**config.mk**
```make
export PLATFORM = sky130hd
export DESIGN_NAME = stream_demux_flat
export DESIGN_NICKNAME = d
export VERILOG_FILES = /design/src/rtl/stream_demux_if.sv /design/src/rtl/stream_demux.sv /design/src/flat_wrapper.sv
export SDC_FILE = /design/constraint.sdc
export NUM_CORES = 1
export LEC_CHECK = 0
export CAP_MARGIN = 25
export CORE_MARGIN = 5
export CORE_UTILIZATION = 43
export DETAILED_ROUTE_END_ITERATION = 10
export GPL_TIMING_DRIVEN = 0
export PLACE_DENSITY_LB_ADDON = 0.05
export SYNTH_ARGS = -nofsm -noshare
export SYNTH_HDL_FRONTEND = slang
export SYNTH_SLANG_ARGS = --single-unit
export TNS_END_PERCENT = 30
```
**constraint.sdc**
```tcl
create_clock -name clk -period 1.8 [get_ports clk]
set_clock_uncertainty 0.2 [all_clocks]
set_input_delay 0.36 -clock clk [delete_from_list [all_inputs] [get_ports clk]]
set_output_delay 0.36 -clock clk [all_outputs]
set_load 0.1 [all_outputs]
```
**src/rtl/stream_demux_if.sv**
```systemverilog
// stream_demux_if: serial word input and assembled vector output of the
// stream demultiplexer. The slave side is the demux; the master side is the
// producer/consumer pair around it.
interface stream_demux_if #(
  parameter int DATAWIDTH = 16,
  parameter int N_OUTPUTS = 8,
  parameter int SELWIDTH  = 3
);
  logic [DATAWIDTH-1:0]                in_data;
  logic                                in_valid;
  logic                                in_ready;
  logic                                in_last;
  logic [N_OUTPUTS-1:0][DATAWIDTH-1:0] out_array;
  logic [SELWIDTH:0]                   out_count;
  logic                                out_valid;
  logic                                out_ready;

  modport master (
    output in_data, in_valid, in_last, out_ready,
    input  in_ready, out_array, out_count, out_valid
  );

  modport slave (
    input  in_data, in_valid, in_last, out_ready,
    output in_ready, out_array, out_count, out_valid
  );
endinterface

```
**src/rtl/stream_demux.sv**
```systemverilog
// stream_demux: 1-to-N deserializer. Accepted words fill lanes 0..N-1 in
// order; the completed vector is held with out_valid until taken. While a
// vector is held, in_ready follows out_ready so the next vector's first word
// can be accepted in the same cycle the held one is taken (no bubble).
// Optional feature: define STREAM_DEMUX_LAST_EN to let in_last close a
// partial vector early; otherwise in_last is ignored.

// One output lane: loads on its write strobe, clears when the vector is taken.
// A load wins over the clear so lane 0 can take a new word on the take cycle.
module stream_demux_lane #(
  parameter int DATAWIDTH = 16
) (
  input  logic                 clk,
  input  logic                 rst_n,
  input  logic                 wr_en,
  input  logic                 clr,
  input  logic [DATAWIDTH-1:0] d,
  output logic [DATAWIDTH-1:0] q
);
  // lane storage
  always_ff @(posedge clk or negedge rst_n) begin
    if (!rst_n)     q <= '0;
    else if (wr_en) q <= d;
    else if (clr)   q <= '0;
  end
endmodule

module stream_demux #(
  parameter int DATAWIDTH = 16,
  parameter int N_OUTPUTS = 8,
  parameter int SELWIDTH  = 3
) (
  input  logic          clk,
  input  logic          rst_n,
  stream_demux_if.slave bus
);
  localparam int CW = SELWIDTH + 1;

  typedef enum logic {FILL = 1'b0, HOLD = 1'b1} state_t;

  state_t                              state, state_nxt;
  logic [SELWIDTH-1:0]                 idx, wr_idx;
  logic [CW-1:0]                       count;
  logic                                in_rdy, acc, take, close, last_close;
  logic [N_OUTPUTS-1:0]                wr_en;
  logic [N_OUTPUTS-1:0][DATAWIDTH-1:0] lanes;

`ifdef STREAM_DEMUX_LAST_EN
  assign last_close = bus.in_last;
`else
  logic unused_last;
  assign last_close  = 1'b0;
  assign unused_last = bus.in_last;
`endif

  // state register
  always_ff @(posedge clk or negedge rst_n) begin
    if (!rst_n) state <= FILL;
    else        state <= state_nxt;
  end

  // next state: a closing accept always lands in HOLD (also from HOLD when
  // the new word closes a one-lane vector); a take without close goes to FILL
  always_comb begin
    state_nxt = state;
    if (close)     state_nxt = HOLD;
    else if (take) state_nxt = FILL;
  end

  // handshake outputs and datapath strobes; in HOLD the write target is lane 0
  always_comb begin
    in_rdy        = (state == FILL) || bus.out_ready;
    bus.in_ready  = in_rdy;
    bus.out_valid = (state == HOLD);
    take          = (state == HOLD) && bus.out_ready;
    acc           = bus.in_valid && in_rdy;
    wr_idx        = (state == FILL) ? idx : '0;
    close         = acc && ((wr_idx == SELWIDTH'(N_OUTPUTS - 1)) || last_close);
  end

  // lane index and filled-lane count
  always_ff @(posedge clk or negedge rst_n) begin
    if (!rst_n) begin
      idx   <= '0;
      count <= '0;
    end else begin
      if (close)    idx <= '0;
      else if (acc) idx <= wr_idx + SELWIDTH'(1);
      if (close)     count <= CW'(wr_idx) + CW'(1);
      else if (take) count <= '0;
    end
  end

  for (genvar i = 0; i < N_OUTPUTS; i++) begin : g_lane
    assign wr_en[i] = acc && (wr_idx == SELWIDTH'(i));
    stream_demux_lane #(.DATAWIDTH(DATAWIDTH)) u_lane (
      .clk   (clk),
      .rst_n (rst_n),
      .wr_en (wr_en[i]),
      .clr   (take),
      .d     (bus.in_data),
      .q     (lanes[i])
    );
  end

  assign bus.out_array = lanes;
  assign bus.out_count = count;
endmodule
```
**src/flat_wrapper.sv**
```systemverilog
// flat-port wrapper written by rule: the top's interface ports become plain ports
module stream_demux_flat 
#(
  parameter int DATAWIDTH = 16,
  parameter int N_OUTPUTS = 8,
  parameter int SELWIDTH  = 3
)
  (clk, rst_n, bus_in_data, bus_in_valid, bus_in_last, bus_out_ready, bus_in_ready, bus_out_array, bus_out_count, bus_out_valid);
  stream_demux_if #(.DATAWIDTH(DATAWIDTH), .N_OUTPUTS(N_OUTPUTS), .SELWIDTH(SELWIDTH)) bus_i ();
  input  logic clk;
  input  logic rst_n;
  input wire logic [$bits(bus_i.in_data)-1:0] bus_in_data;
  input wire logic [$bits(bus_i.in_valid)-1:0] bus_in_valid;
  input wire logic [$bits(bus_i.in_last)-1:0] bus_in_last;
  input wire logic [$bits(bus_i.out_ready)-1:0] bus_out_ready;
  output wire logic [$bits(bus_i.in_ready)-1:0] bus_in_ready;
  output wire logic [$bits(bus_i.out_array)-1:0] bus_out_array;
  output wire logic [$bits(bus_i.out_count)-1:0] bus_out_count;
  output wire logic [$bits(bus_i.out_valid)-1:0] bus_out_valid;
  assign bus_i.in_data = bus_in_data;
  assign bus_i.in_valid = bus_in_valid;
  assign bus_i.in_last = bus_in_last;
  assign bus_i.out_ready = bus_out_ready;
  assign bus_in_ready = bus_i.in_ready;
  assign bus_out_array = bus_i.out_array;
  assign bus_out_count = bus_i.out_count;
  assign bus_out_valid = bus_i.out_valid;
  stream_demux #(.DATAWIDTH(DATAWIDTH), .N_OUTPUTS(N_OUTPUTS), .SELWIDTH(SELWIDTH)) u_core (.clk(clk), .rst_n(rst_n), .bus(bus_i));
endmodule
```
==> flow_metrics.tcl, run 1 <==
set metrics [dict create \
    fin_cells 823 \
    io_buffers 153 \
    firstDrtPassIters 4 \
    cts_buffers 17 \
    critPathMaxFanout 5 \
    fp.coreArea_um2 12700 \
    antenna_found_initial 0 \
    grt_pass1_wl_um 24700 \
    synthTopCellsByCount "136 x dfrtp_1, 117 x nand2_1, 113 x mux2i_1" \
    critical_path_required_ns 1.24 \
    hold_path_class "register to register" \
    r2r_end "u_core.g_lane[7].u_lane.q[11]" \
    placed_cells 780 \
    yosys_warnings 0 \
    syn-instance-count 454 \
    fin_crit_ns 1.92 \
    syn_area_um2 5610 \
    place_ws_ns -0.910 \
    status "finished, violations left" \
    synthMostInstantiatedCell "dfrtp_1" \
    grt_overflow 0 \
    clock_latency_ns 0.41 \
    h-tree-depth 4 \
    grt_pass1_vias 4426 \
    track_usage 0.202 \
    critical_path_depth 3 \
    die_w_um 124 \
    synth.largest_area_cell "dfrtp_1" \
    critPathLaunchType "register" \
    synth-edff-count 0 \
    num_rows 41 \
    clockBufferDepth 2 \
    synth_top_area_frac 0.606 \
    finalWirelength_um 15400 \
    path_class "register to primary output" \
    maxCapViolations 0 \
    hold_path_depth 1 \
    area_delta_synth_final_pct 40.9 \
    dp_hpwl_um 10800 \
    synth_area_leaders "dfrtp_1 61%, mux2i_1 20%, nand2_1 7.8%" \
    crit_family "flip-flops" \
    drt_iter0_drc 254 \
    place_congestion 0.776 \
    nets 660 \
    synth_ff_type "dfrtp_1" \
    vias 4085 \
    worstPathArrival_ns 1.36 \
    r2r-start "u_core.bus.out_valid" \
    syn_nets 476 \
    hold_viol_final 0 \
    start_util 0.441 \
    cp_cell_sequence "clkbuf_16, nand2b_4, buf_12" \
    timing.slew.headroom 0.474 \
    slew_violations 0 \
    cp.buffers_inverters 2 \
    final.hold.worst_slack_ns 0.285 \
    violations "setup timing" \
    ys_seq_area_frac 0.606 \
    grt_max_degree 85 \
    ant_nets 0 \
    crit_end "bus_in_ready" \
    cts-root-buf "clkbuf_16" \
    max_stage_delay_ns 0.51 \
    nFillCells 1124 \
    path_clk_slew_ns 0.06 \
    syn_area_per_cell_um2 12.4 \
    worst_path_max_delay_cell "dfrtp_4" \
    setup_viol 61 \
    synth.distinct_cells 30 \
    ys_seq_elements 136 \
    io_pins 155 \
    drc 0 \
    wl_per_cell_um 18.7 \
    rrSetupSlack_ns -0.10 \
    die_h_um 124 \
    routed_via_density 4.96 \
    antennaDiodeCount 0 \
    die_area_um2 15400 \
    crit_start "u_core.bus.out_valid" \
    synth_async_sr_flop_share 1.00 \
    worst_pin_slew_ns 0.790 \
    worst_setup_path_end_kind "primary output" \
    clkSinkCount 136 \
    cts_tree "done" \
    period_share 1.06 \
    rsz0062_at_grt "yes" \
    drive_above_1_share 0.341 \
    fmax_mhz 522 \
    r2r_cells 5 \
    finalWorstSetupSlack_ns -0.116 \
]
layout make-up:
| cell class | count | area, um^2 | area share |
|---|---|---|---|
| inverter | 16 | 60.1 | 0.00759 |
| sequential | 136 | 3410 | 0.431 |
| clock buffer | 18 | 439 | 0.0555 |
| clock inverter | 14 | 275 | 0.0348 |
| buffer | 25 | 295 | 0.0373 |
| tap | 172 | 215 | 0.0272 |
| multi-input combinational | 274 | 2010 | 0.254 |
| timing repair buffer | 168 | 1210 | 0.153 |
cell usage in the layout, fill, tap and decap left out, types with 3 or more instances in the layout:
| cell type | instances |
|---|---|
| nor2_1 | 4 |
| buf_12 | 6 |
| buf_6 | 10 |
| clkbuf_8 | 4 |
| nand2b_4 | 3 |
| clkdlybuf4s50_1 | 17 |
| clkbuf_2 | 4 |
| inv_1 | 16 |
| mux2i_1 | 113 |
| nand2_1 | 116 |
| clkinv_2 | 4 |
| clkbuf_16 | 19 |
| buf_2 | 72 |
| clkbuf_4 | 56 |
| bufinv_16 | 8 |
| dfrtp_1 | 134 |
| a22o_1 | 16 |
| buf_4 | 17 |
state kept, by name, indices dropped and copies added (netlist names):
name and count:
u_core.bus.out_count 4, u_core.bus.out_valid 1, u_core.g_lane.u_lane.q 128, u_core.idx 3
routing by layer:
metal	vias to the layer above	track usage	share of wire
met5	-	0	0
met4	0	0.0619	0.0075
met3	10	0.0600	0.045
met2	108	0.329	0.50
met1	2078	0.262	0.44
li1	1889	-	-
worst min path at each step:
stage | startpoint | endpoint | slack (ns)
floorplan | rst_n | u_core.bus.out_count[0] | -0.14
global placement | u_core.bus.out_count[3] | u_core.bus.out_count[3] | 0.26
detailed placement | rst_n | u_core.g_lane[0].u_lane.q[8] | 0.27
CTS | u_core.bus.out_count[3] | u_core.bus.out_count[3] | 0.29
global route | u_core.bus.out_count[3] | u_core.bus.out_count[3] | 0.31
finish | u_core.bus.out_count[3] | u_core.bus.out_count[3] | 0.29
repair_timing:
action                                  CTS  global route
endpoints found under the setup margin  266           184
gates resized for setup                 708            77
cloned                                    1             2
buffers inserted                          6             4
hold endpoints to repair                 83             0
pin swaps                                15             6
hold buffers                              1             0
through the flow:
stage / setup TNS, ns / util / instance area, um^2
6_report: -2.63 / 0.622 / 7910
2_1_floorplan: -22.64 / - / 5650
3_3_place_gp: -805.93 / 0.581 / 7400
4_1_cts: -2.93 / 0.604 / 7680
5_1_grt: -7.31 / 0.622 / 7910
3_5_place_dp: -104.73 / 0.584 / 7430
cells by family after synthesis:
group,Yosys count,share of synthesized area
AND/OR/NAND/NOR,136,0.104
multiplexers,114,0.203
adder cells (fa/ha/maj),1,0.00223
flip-flops,136,0.606
buffers and inverters,44,0.0475
AO/OA/AOI/OAI,23,0.0368
worst reg2reg max path, cell delays in order (launching register included):
cell	delay [ns]
dfrtp_4	0.51
clkbuf_16	0.17
nand3b_1	0.28
nor2_4	0.22
buf_6	0.20
mux2i_1	0.22
Power of run 1 is not shown: default switching activity piles up to over one toggle a cycle in this logic, so the estimate is an artifact.
==> run 2: changes to the inputs <==
Settings changed: ABC_AREA set to 1, SKIP_CTS_REPAIR_TIMING set to 1.
==> flow_metrics.tcl, run 2 <==
set metrics [dict create \
    status "finished, violations left" \
    violations "setup timing" \
    finalWirelength_um 16800 \
    die_h_um 123 \
    syn-instance-count 624 \
    die_area_um2 15300 \
    synthTopCellsByCount "240 x nand2_1, 136 x dfrtp_1, 100 x nand3_1" \
    die_w_um 123 \
    drc 0 \
    hold_path_depth 3 \
    nFillCells 1179 \
    cts_buffers 17 \
    syn_area_um2 5540 \
    routed_via_density 4.92 \
    path_class "register to register" \
    vias 4817 \
    cp.buffers_inverters 4 \
    yosys_warnings 0 \
    critPathMaxFanout 7 \
    worst_setup_path_end_kind "register" \
    num_rows 41 \
    io_pins 155 \
    hold_viol_final 0 \
    slew_violations 0 \
    clkSinkCount 136 \
    r2r_cells 8 \
    nets 819 \
    period_share 1.02 \
    wl_per_cell_um 17.2 \
    cp_cell_sequence "inv_8, nand3_4, inv_2, ha_4, inv_4, o21ai_4, clkbuf_16, o21ai_1" \
    maxCapViolations 0 \
    drive_above_1_share 0.319 \
    grt_pass1_vias 4723 \
    syn_nets 646 \
    fmax_mhz 546 \
    synth.distinct_cells 21 \
    critical_path_depth 8 \
    final_cell_mix "236 x nand2_1, 135 x dfrtp_1, 97 x nand3_1" \
    synth_area_leaders "dfrtp_1 61%, nand2_1 16%, nand3_1 9.0%" \
    synth_ff_type "dfrtp_1" \
    cts-root-buf "clkbuf_16" \
    synth.largest_area_cell "dfrtp_1" \
    regMostFlops "u_core.g_lane.u_lane.q" \
    place_congestion 0.834 \
    firstDrtPassIters 5 \
    critical_path_required_ns 1.90 \
    track_usage 0.226 \
    synth_top_area_frac 0.614 \
    grt_overflow 0 \
    antenna_found_initial 0 \
    io_buffers 137 \
    crit_family "flip-flops" \
    fp.coreArea_um2 12600 \
    cts_tree "done" \
    finalWorstSetupSlack_ns -0.0306 \
    rsz0062_at_grt "yes" \
    grt_max_degree 94 \
    ant_nets 0 \
    worst_path_max_delay_cell "dfrtp_4" \
    final.hold.worst_slack_ns 0.0709 \
    worst_pin_slew_ns 0.514 \
    area_delta_synth_final_pct 37.5 \
    fin_crit_ns 1.83 \
    ys_seq_area_frac 0.614 \
    max_stage_delay_ns 0.56 \
    start_util 0.439 \
    drt_iter0_drc 421 \
    grt_pass1_wl_um 25700 \
    clockBufferDepth 2 \
    worstPathArrival_ns 1.93 \
    setup_viol 13 \
    path_clk_slew_ns 0.06 \
    critPathLaunchType "register" \
    h-tree-depth 4 \
    clock_latency_ns 0.42 \
    hold_path_class "primary input to register" \
    syn_area_per_cell_um2 8.88 \
    timing.slew.headroom 0.660 \
    synth-edff-count 0 \
    ys_seq_elements 136 \
    synthMostInstantiatedCell "nand2_1" \
    final_common_cell "nand2_1" \
    dp_hpwl_um 11500 \
    antennaDiodeCount 0 \
    largest_reg_flops 128 \
    synth_async_sr_flop_share 1.00 \
]
run 2: changes by cell type after synthesis, sizes merged, moves of 3 or more:
cell	before	now
buf	19	41
a22o	16	0
mux2i	113	0
inv	16	48
nand2	117	243
clkbuf	9	3
nand3	0	103
nand2b	3	0
nor2	6	10
o21ai	1	36
run 2: worst paths after layout:
kind | slack, ns | startpoint | to
worst min register to register | 0.29 | u_core.bus.out_count[0] | u_core.bus.out_count[0]
max in group asynchronous | 0.37 | rst_n | u_core.g_lane[3].u_lane.q[3]
worst max-delay path | -0.03 | u_core.bus.out_valid | u_core.g_lane[3].u_lane.q[13]
worst max register to register | -0.03 | u_core.bus.out_valid | u_core.g_lane[3].u_lane.q[13]
min in group asynchronous | 0.24 | rst_n | u_core.g_lane[4].u_lane.q[2]
worst min-delay path | 0.07 | bus_in_data[3] | u_core.g_lane[1].u_lane.q[3]
run 2: per-layer routing:
layer / GRT usage / up-vias / share of wire
li1: - / 2295 / -
met1: 0.296 / 2365 / 0.43
met2: 0.355 / 144 / 0.49
met3: 0.0791 / 13 / 0.073
met4: 0.0657 / 0 / 0.0078
met5: 0 / - / 0
run 2: logic make-up (layout without fill, tap and decap cells):
family	after synthesis	count (layout)	synth area share
AO/OA/AOI/OAI	39	39	0.0395
adder cells (fa/ha/maj)	1	1	0.00226
buffers and inverters	92	276	0.0716
flip-flops	136	136	0.614
AND/OR/NAND/NOR	356	356	0.272
run 2: final cells by class:
class	count	area [um^2]	share of cell area
Clock buffer	27	503	0.0661
Clock inverter	3	40.0	0.00526
Sequential cell	136	3410	0.447
Inverter	48	200	0.0263
Multi-Input combinational cell	396	1890	0.248
Timing Repair Buffer	154	1070	0.141
Buffer	44	284	0.0373
Tap cell	172	215	0.0283
run 2: worst min-delay path, stage by stage:
cell     delay (ns)
buf_2          0.17
nand2_1        0.08
nand2_1        0.04
run 2: through the flow:
step | instances | TNS, ns | setup WS, ns | util | instance area [um^2]
6_report | 980 | -0.202 | -0.0306 | 0.603 | 7610
5_1_grt | 980 | -2.54 | -0.0775 | 0.603 | 7610
4_1_cts | 964 | -98.97 | -1.03 | 0.616 | 7770
3_5_place_dp | 934 | -77.56 | -1.03 | 0.573 | 7230
3_3_place_gp | 933 | -770.23 | -6.04 | 0.571 | 7200
2_1_floorplan | 624 | -0.385 | -0.0279 | - | 5610
Power of run 2 is left out for the same reason.
==> run 3: changes to the inputs <==
Settings changed: TNS_END_PERCENT 30 to not set.
==> flow_metrics.tcl, run 3 (same netlist as run 2, synthesis figures left out) <==
set metrics [dict create \
    start_util 0.439 \
    place_congestion 0.803 \
    antenna_found_initial 0 \
    drive_above_1_share 0.338 \
    clock_latency_ns 0.42 \
    cp_cell_sequence "buf_4, buf_12" \
    cp.buffers_inverters 2 \
    nets 825 \
    setup_viol 15 \
    highest_layer "met4" \
    die_area_um2 15300 \
    clkSinkCount 136 \
    cts-root-buf "clkbuf_16" \
    hold_path_depth 3 \
    finalWirelength_um 17400 \
    final.hold.worst_slack_ns 0.0770 \
    grt_max_degree 87 \
    rrSetupSlack_ns -0.06 \
    maxCapViolations 0 \
    grt_pass1_wl_um 26300 \
    nFillCells 1160 \
    io_pins 155 \
    timing.slew.headroom 0.635 \
    rsz0062_at_grt "yes" \
    fmax_mhz 536 \
    fp.coreArea_um2 12600 \
    min_from "bus_in_data[15]" \
    wl_met1_um 7340 \
    drc 0 \
    critical_path_required_ns 1.24 \
    ant_nets 0 \
    hold_viol_final 0 \
    wl_met3_um 1220 \
    status "finished, violations left" \
    r2r-start "u_core.bus.out_valid" \
    worstPathArrival_ns 1.30 \
    wl_per_cell_um 17.6 \
    violations "setup timing" \
    num_rows 41 \
    wl_met2_um 8660 \
    critPathLaunchType "register" \
    die_h_um 123 \
    antennaDiodeCount 0 \
    h-tree-depth 4 \
    period_share 1.04 \
    max_stage_delay_ns 0.56 \
    cts_tree "done" \
    die_w_um 123 \
    io_buffers 137 \
    path_class "register to primary output" \
    track_usage 0.231 \
    final_common_cell "nand2_1" \
    crit_family "flip-flops" \
    regMostFlops "u_core.g_lane.u_lane.q" \
    slew_violations 0 \
    cts_buffers 17 \
    dp_hpwl_um 11900 \
    worst_path_max_delay_cell "dfrtp_4" \
    vias 4867 \
    path_clk_slew_ns 0.05 \
    routed_via_density 4.93 \
    firstDrtPassIters 6 \
    grt_overflow 0 \
    r2r_end "u_core.g_lane[3].u_lane.q[6]" \
    drt_iter0_drc 430 \
    largest_reg_flops 128 \
    area_delta_synth_final_pct 40.3 \
    critPathMaxFanout 5 \
    worst_setup_path_end_kind "primary output" \
    final_cell_mix "236 x nand2_1, 135 x dfrtp_1, 97 x nand3_1" \
    finish.utilization 0.616 \
    grt_pass1_vias 4723 \
    crit_start "u_core.bus.out_valid" \
    hold_path_class "primary input to register" \
    fin_crit_ns 1.86 \
    worstHoldEndpoint "u_core.g_lane[1].u_lane.q[15]" \
    clockBufferDepth 2 \
    r2r_cells 8 \
    worst_pin_slew_ns 0.551 \
    finalWorstSetupSlack_ns -0.0640 \
]
==> run 3: area by class of cell <==
cell class | count | area [um^2] | area share
buffer | 43 | 289 | 0.0372
clock buffer | 25 | 515 | 0.0663
clock inverter | 7 | 113 | 0.0145
inverter | 48 | 196 | 0.0253
multi-input combinational | 396 | 1920 | 0.247
sequential | 136 | 3410 | 0.438
tap | 172 | 215 | 0.0277
timing repair buffer | 161 | 1120 | 0.144
==> run 3: through the flow <==
step / std cells / worst slack [ns] / cell area, um^2 / TNS, ns
after floorplan: 624 / -0.0279 / 5620 / -0.263
after global placement: 933 / -6.05 / 7200 / -771.21
after detailed placement: 934 / -1.03 / 7230 / -77.73
after CTS: 966 / -1.03 / 7860 / -100.23
after global routing: 988 / -0.128 / 7770 / -1.99
final: 988 / -0.0640 / 7770 / -0.463
==> run 3: how the worst max path moves through the flow <==
| stage | end | slack, ns | cells after the start |
|---|---|---|---|
| floorplan | u_core.g_lane[3].u_lane.q[11] | -0.03 | 8 |
| global placement | u_core.bus.out_valid | -6.05 | 1 |
| detailed placement | bus_in_ready | -1.03 | 4 |
| CTS | bus_in_ready | -1.03 | 4 |
| global route | u_core.g_lane[3].u_lane.q[11] | -0.13 | 8 |
| finish | bus_out_valid | -0.06 | 2 |
==> run 3: worst register-to-register path, stage by stage (launching register included) <==
cell	delay [ns]
dfrtp_4	0.56
inv_8	0.12
nand3_4	0.08
inv_2	0.09
ha_4	0.15
inv_4	0.05
o21ai_4	0.24
clkbuf_16	0.20
o21ai_0	0.07
==> run 3: per-layer routing <==
layer,GRT usage,vias up
li1,-,2323
met2,0.369,174
met1,0.308,2354
met3,0.0581,16
met5,0,-
met4,0.0803,0
Power of run 3 is left out for the same reason.
